==> src/rtl/abcd_seq_gen_if.sv <==
// abcd_seq_gen_if: control inputs and protocol/status outputs of the abcd pattern generator
interface abcd_seq_gen_if #(
  parameter int GAP_W = 4,
  parameter int CNT_W = 8
);
  logic             start;
  logic             abort;
  logic [CNT_W-1:0] n_iter;
  logic [GAP_W-1:0] gap;
  logic             a;
  logic             b;
  logic             c;
  logic             d;
  logic             busy;
  logic             done;
  logic [CNT_W-1:0] iter_cnt;
  modport master (
    output start, abort, n_iter, gap,
    input  a, b, c, d, busy, done, iter_cnt
  );
  modport slave (
    input  start, abort, n_iter, gap,
    output a, b, c, d, busy, done, iter_cnt
  );
endinterface

==> src/rtl/abcd_seq_gen.sv <==
// abcd_seq_gen: emits a ##1 b ##1 c ##2 d n_iter times with a gap-cycle idle spacing
module abcd_seq_gen #(
  parameter int GAP_W = 4,
  parameter int CNT_W = 8
) (
  input logic           clk,
  input logic           rst,
  abcd_seq_gen_if.slave sif
);
  typedef enum logic [2:0] {IDLE, SA, SB, SC, SW, SD, GAP} state_t;
  state_t           state_q, state_d;
  logic [CNT_W-1:0] n_q, n_d, cnt_q, cnt_d, cnt_inc;
  logic [GAP_W-1:0] g_q, g_d, gc_q, gc_d;
  logic             done_q, done_d;
  assign cnt_inc = cnt_q + CNT_W'(1);
  always_ff @(posedge clk or posedge rst) begin
    if (rst) begin
      state_q <= IDLE;
      n_q     <= '0;
      g_q     <= '0;
      cnt_q   <= '0;
      gc_q    <= '0;
      done_q  <= 1'b0;
    end else begin
      state_q <= state_d;
      n_q     <= n_d;
      g_q     <= g_d;
      cnt_q   <= cnt_d;
      gc_q    <= gc_d;
      done_q  <= done_d;
    end
  end
  always_comb begin
    state_d = state_q;
    n_d     = n_q;
    g_d     = g_q;
    cnt_d   = cnt_q;
    gc_d    = gc_q;
    done_d  = 1'b0;
    case (state_q)
      IDLE: if (sif.start) begin
        n_d     = sif.n_iter;
        g_d     = sif.gap;
        cnt_d   = '0;
        done_d  = sif.n_iter == '0;
        state_d = sif.n_iter == '0 ? IDLE : SA;
      end
      SA: state_d = SB;
      SB: state_d = SC;
      SC: state_d = SW;
      SW: state_d = SD;
      SD: begin
        cnt_d   = cnt_inc;
        done_d  = cnt_inc == n_q;
        gc_d    = g_q - GAP_W'(1);
        state_d = cnt_inc == n_q ? IDLE : (g_q == '0 ? SA : GAP);
      end
      GAP: begin
        gc_d    = gc_q == '0 ? gc_q : gc_q - GAP_W'(1);
        state_d = gc_q == '0 ? SA : GAP;
      end
      default: state_d = IDLE;
    endcase
    // abort beats everything, including the count bump on SD exit
    if (sif.abort && state_q != IDLE) begin
      state_d = IDLE;
      cnt_d   = cnt_q;
      done_d  = 1'b0;
    end
  end
  assign sif.a        = state_q == SA;
  assign sif.b        = state_q == SB;
  assign sif.c        = state_q == SC;
  assign sif.d        = state_q == SD;
  assign sif.busy     = state_q != IDLE;
  assign sif.done     = done_q;
  assign sif.iter_cnt = cnt_q;
endmodule

==> src/flat_wrapper.sv <==
// flat-port wrapper written by rule: the top's interface ports become plain ports
module abcd_seq_gen_flat 
#(
  parameter int GAP_W = 4,
  parameter int CNT_W = 8
)
  (clk, rst, sif_start, sif_abort, sif_n_iter, sif_gap, sif_a, sif_b, sif_c, sif_d, sif_busy, sif_done, sif_iter_cnt);
  abcd_seq_gen_if #(.GAP_W(GAP_W), .CNT_W(CNT_W)) sif_i ();
  input logic clk;
  input logic rst;
  input wire logic [$bits(sif_i.start)-1:0] sif_start;
  input wire logic [$bits(sif_i.abort)-1:0] sif_abort;
  input wire logic [$bits(sif_i.n_iter)-1:0] sif_n_iter;
  input wire logic [$bits(sif_i.gap)-1:0] sif_gap;
  output wire logic [$bits(sif_i.a)-1:0] sif_a;
  output wire logic [$bits(sif_i.b)-1:0] sif_b;
  output wire logic [$bits(sif_i.c)-1:0] sif_c;
  output wire logic [$bits(sif_i.d)-1:0] sif_d;
  output wire logic [$bits(sif_i.busy)-1:0] sif_busy;
  output wire logic [$bits(sif_i.done)-1:0] sif_done;
  output wire logic [$bits(sif_i.iter_cnt)-1:0] sif_iter_cnt;
  assign sif_i.start = sif_start;
  assign sif_i.abort = sif_abort;
  assign sif_i.n_iter = sif_n_iter;
  assign sif_i.gap = sif_gap;
  assign sif_a = sif_i.a;
  assign sif_b = sif_i.b;
  assign sif_c = sif_i.c;
  assign sif_d = sif_i.d;
  assign sif_busy = sif_i.busy;
  assign sif_done = sif_i.done;
  assign sif_iter_cnt = sif_i.iter_cnt;
  abcd_seq_gen #(.GAP_W(GAP_W), .CNT_W(CNT_W)) u_core (.clk(clk), .rst(rst), .sif(sif_i));
endmodule
==> config.mk <==
export PLATFORM = sky130hd
export DESIGN_NAME = abcd_seq_gen_flat
export DESIGN_NICKNAME = d
export VERILOG_FILES = /design/src/rtl/abcd_seq_gen_if.sv /design/src/rtl/abcd_seq_gen.sv /design/src/flat_wrapper.sv
export SDC_FILE = /design/constraint.sdc
export NUM_CORES = 1
export LEC_CHECK = 0
export CAP_MARGIN = 0
export CORE_ASPECT_RATIO = 1.4
export CORE_UTILIZATION = 52
export DETAILED_ROUTE_END_ITERATION = 8
export PLACE_DENSITY_LB_ADDON = 0.15
export SYNTH_ARGS = -nofsm -noshare
export SYNTH_HDL_FRONTEND = slang
export SYNTH_SLANG_ARGS = --single-unit
==> constraint.sdc <==
create_clock -name clk -period 2.1 [get_ports clk]
set_input_delay 0.42 -clock clk [delete_from_list [all_inputs] [get_ports clk]]
set_output_delay 0.42 -clock clk [all_outputs]
set_load 0.01 [all_outputs]
; Word-level counts from Yosys, hierarchy flattened
; Cells that the tools add are included.
[op_classes]
bitwise = 1
addsub = 3
n_reduce_logical = 11
n_mux = 14
eq_ne = 10
[ops]
columns = op, count
row1 = 3-bit one-hot mux with 7 select lines, 1
row2 = 8-bit one-hot mux with 2 select lines, 1
row3 = 3-bit 2-to-1 mux, 5
row4 = 3-bit == test (second input constant), 3
row5 = 8-bit by 1-bit adder with 8-bit output (second input constant), 1
row6 = 8-bit == test, 1
row7 = 4-bit zero test, 2
row8 = 8-bit zero test, 1
row9 = 8-bit 2-to-1 mux, 1
row10 = 4-bit one-hot mux with 2 select lines, 1
row11 = 4-bit by 1-bit subtractor with 4-bit output (second input constant), 2
row12 = 3-bit by 2-bit == test with 1-bit output (second input constant), 2
row13 = 4-bit 2-to-1 mux, 1
row14 = 2-bit inequality test (second input constant), 2
row15 = 2-bit AND reduction, 2
row16 = 2-bit nonzero test, 2
row17 = 3-bit by 1-bit == test with 1-bit output (second input constant), 1
row18 = 3-bit zero test, 1
row19 = 1-bit 2-to-1 mux, 3
row20 = 3-bit by 2-bit inequality test with 1-bit output (second input constant), 1
row21 = 3-bit AND reduction, 1
row22 = 3-bit nonzero test, 1
row23 = 1-bit one-hot mux with 2 select lines, 1
row24 = 1-bit logical AND, 1
row25 = 1-bit NOT, 1
[totals]
out_inout_bits = 14
regBits = 28

; Logic depth before layout (Yosys ltp)
[logic_depth]
ltp_word = 5
mapped_depth = 8
depth_no_buf = 6

; Worst setup path before layout
; OpenSTA, ideal clock, no wires.
[synth_path]
path_kind = flip-flop to flip-flop
from = reg u_core.cnt_q[0], in the netlist u_core.sif.iter_cnt[0]
to = reg u_core.state_q[1]
setup_ns = 0.133
required_ns = 1.967
arrival_time_ns = 1.882
period_less_slack_ns = 2.015
stages_incl_launch_ff = 8
slack_ns = 0.085
path_cell_list = dfrtp_1 > ha_1 > buf_2 > nand3_1 > a311o_1 > a311o_1 > a211oi_2 > o22ai_1
[synth_between]
elab_chain_len = 5
[synth_rtl]
columns = element, line
row1 = start: declaration, abcd_seq_gen.sv:12  ; logic [CNT_W-1:0] n_q, n_d, cnt_q, cnt_d, cnt_inc;
row2 = start signal: assignment, abcd_seq_gen.sv:28  ; cnt_q <= cnt_d;
row3 = 8-bit by 1-bit adder with 8-bit output, abcd_seq_gen.sv:15  ; assign cnt_inc = cnt_q + CNT_W'(1);
row4 = 8-bit == test, abcd_seq_gen.sv:56  ; state_d = cnt_inc == n_q ? IDLE : (g_q == '0 ? SA : GAP);
row5 = 3-bit 2-to-1 mux, abcd_seq_gen.sv:56
row6 = 3-bit one-hot mux with 7 select lines, abcd_seq_gen.sv:40  ; case (state_q)
row7 = 3-bit 2-to-1 mux, abcd_seq_gen.sv:65  ; if (sif.abort && state_q != IDLE) begin
row8 = end signal: assignment, abcd_seq_gen.sv:25  ; state_q <= state_d;
row9 = end: declaration, abcd_seq_gen.sv:11  ; state_t state_q, state_d;
; Every way passes these cells.
; A chain may end at the register's enable or synchronous reset.

; Worst setup path after layout
[layout_path]
from = reg u_core.state_q[0]
to = out sif_a
[layout_between]
elab_chain_len = 1
[layout_rtl]
columns = element, line
row1 = 3-bit by 1-bit == test with 1-bit output, abcd_seq_gen.sv:71  ; assign sif.a = state_q == SA;
row2 = end: declaration, flat_wrapper.sv:15  ; output wire logic [$bits(sif_i.a)-1:0] sif_a;
; Every way passes these cells.

==> metrics.cfg <==
[critical_path]
ff2ff_setup_slack_ns=0.08
critPathMaxFanout=8
reg2reg_to=u_core.state_q[2]
worst_setup_path_start_kind=flip-flop
cp.required_ns=1.68
arrival_ns=1.64
crit_type=flip-flop to output pin
reg2regPathDepth=6
end_kind=output pin
regToRegStartpoint=u_core.sif.iter_cnt[1]

[sta]
finalCritPeriodShare_pct=98.3
final-setup-viol-count=0
period_minus_slack_ns=2.06
slew_violations=0
hold_viol=0
finalClockSkew_ns=0.00152
fmax_mhz=485
worst_pin_slew_ns=0.419
rsz0062_at_grt=yes
tns_ns=0
slew-limit-headroom_pct=72.0

[placement]
port_buffers=29
gp_congestion=0.912
dp_hpwl_um=2890

[cells_and_area]
n_fill_cell=224
regArea_um2=703
area_growth_pct=26.2
multi_input_area_um2=867
diodes=0
drive_gt1_share_pct=17.2
fin_nets=218

[power_and_ir_drop]
total_power_mw=2.18
power_frac_clock_pct=13.7
seq_power_share_pct=42.6
p_leak_nw=0.833
switching_share_pct=36.4
internal_power_mw=1.39
p_sw_uw=796
power_density_mw_per_mm2=1070
ir_drop_mv=0.692
comb_power_share_pct=43.7

[clocking]
postCtsSetupBuffers=0
cts-resized-gates=0
htree_levels=1
cts_buffers=3
ctsHoldBuffers=0
cts_root_buffer=clkbuf_8
clock_latency_ns=0.28
clk_path_buf_depth=2
cts_tree=built
cts.sinks=28
clkTransAtPathRegs_ns=0.09

[logic_synthesis]
synthesis.area_mm2=0.00162
synthTopCellsByArea=dfrtp_1 43%, mux2_2 7.6%, o21ai_0 4.0%
async_reset_ff_share_pct=100
synthDistinctLibCells=45
ys_seq_area_share_pct=43.1
ys_ff_latch=28
ys.flop_type=dfrtp_1
synth-edff-count=0
yosysTopAreaCell=dfrtp_1
synth.top_cell.area_share_pct=43.1
syn_nets=181
yosys_warnings=0
synthCells=163
avgSynthCellArea_um2=9.96

[routing]
drt_wl_total_um=3820
vias_per_cell=6.01
vias=1413
drc_errors=0
dr.pass1.iters=4
wl_per_cell_um=16.3
ant_nets=0
drtIter0Drc=41

[global_route]
grt_pass1_vias=1426
grt_pass1_wl_um=6350
antenna_found_initial=0
overflow=0
grtUsageTotal_pct=25.3
grt_max_degree=29

[die]
dieArea_mm2=0.00335
core_area_mm2=0.00291
pin_count=30
fp.dieW_um=49.2
rows=23
initial_utilization_pct=55.9
fp.dieH_um=68.1

[worst_hold_path]
min_path_type=primary input to async pin

[status]
status=completed

[run]
drv_cap=0

==> per-layer routing <==
layer	share of wire (%)	track usage, %	vias to the layer above
li1	-	-	693
met1	40	26.3	668
met2	55	48.5	46
met3	3.2	2.44	6
met4	1.5	16.5	0
met5	0	0	-
==> cell type report <==
cell class              count  area share [%]
well taps                  37            2.26
inverters                   3           0.549
multi-input cells         123            42.3
clock buffers               3            2.01
flip-flops and latches     28            34.3
repair buffers             41            18.6
==> power groups by stage <==
| stage | clock (mW) | sequential [mW] | combinational, mW |
|---|---|---|---|
| finish | 0.298 | 0.931 | 0.954 |
| global route | 0.319 | 0.964 | 1.05 |
| CTS | 0.304 | 0.925 | 0.958 |
| detailed placement | 0 | 0.936 | 0.956 |
| global placement | 0 | 0.923 | 0.907 |
| floorplan | 0 | 0.863 | 0.674 |
==> synthesized netlist by cell type, types with 5 or more instances <==
cell type	instances
a31oi_1	6
dfrtp_1	28
o21ai_0	13
nand3_1	5
mux2_2	11
nand2_1	12
nor2_1	9
buf_2	5
nor4_1	5
==> cell families (layout without fill, tap and decap cells) <==
logic type               Yosys count  count (layout)  synth area share [%]
AND/OR/NAND/NOR                   54              54                  18.3
AO/OA/AOI/OAI                     46              46                  19.2
flip-flops                        28              28                  43.1
multiplexers                      15              15                  10.2
buffers and inverters             12              47                  3.62
XOR/XNOR                           6               6                  4.08
adder cells (fa/ha/maj)            2               2                  1.54
==> cells in the final DEF (no fill, tap or decap), types with 3 or more instances in the layout <==
cell type	count
a21oi_1	4
nand3_1	5
nand2b_1	3
clkbuf_8	3
nor3_1	3
buf_4	12
mux2_2	11
o211ai_1	4
clkdlybuf4s50_1	29
o22ai_1	4
o21ai_0	13
nor2_1	9
xnor2_1	4
o31ai_1	3
a31oi_1	6
nand4_1	4
dfrtp_1	26
nor4_1	5
nor2b_1	3
mux2i_1	3
nand2_1	12
==> worst max-delay path: stages (launching register included) <==
cell,delay [ns]
dfrtp_1,0.40
inv_2,0.09
nor3_1,0.28
clkdlybuf4s50_1,0.59
==> sequential cells by signal, summed over array words and instances (netlist names) <==
name	count
u_core.state_q	3
u_core.n_q	8
u_core.sif.iter_cnt	8
u_core.gc_q	4
u_core.g_q	4
u_core.sif.done	1
==> how the worst max path moves through the flow <==
stage | startpoint | to | cells past startpoint
floorplan | u_core.sif.iter_cnt[0] | u_core.state_q[1] | 7
global placement | u_core.sif.iter_cnt[0] | u_core.state_q[2] | 6
detailed placement | u_core.sif.iter_cnt[1] | u_core.state_q[2] | 6
CTS | u_core.state_q[1] | sif_c | 2
global route | u_core.state_q[0] | sif_a | 3
finish | u_core.state_q[0] | sif_a | 3
==> stage by stage <==
stage / util, % / std cells / hold WS (ns) / cell area [µm²] / setup WS [ns]
finish: 70.5 / 235 / 0.506 / 2050 / 0.0361
global route: 70.5 / 235 / 0.549 / 2050 / -0.0267
CTS: 70.3 / 235 / 0.515 / 2040 / 0.0279
detailed placement: 68.9 / 232 / 0.507 / 2000 / 0.0595
global placement: 68.9 / 232 / 0.498 / 2000 / 0.171
floorplan: - / 163 / 0.476 / 1620 / 0.0855
(Power assumes the default switching activity.)
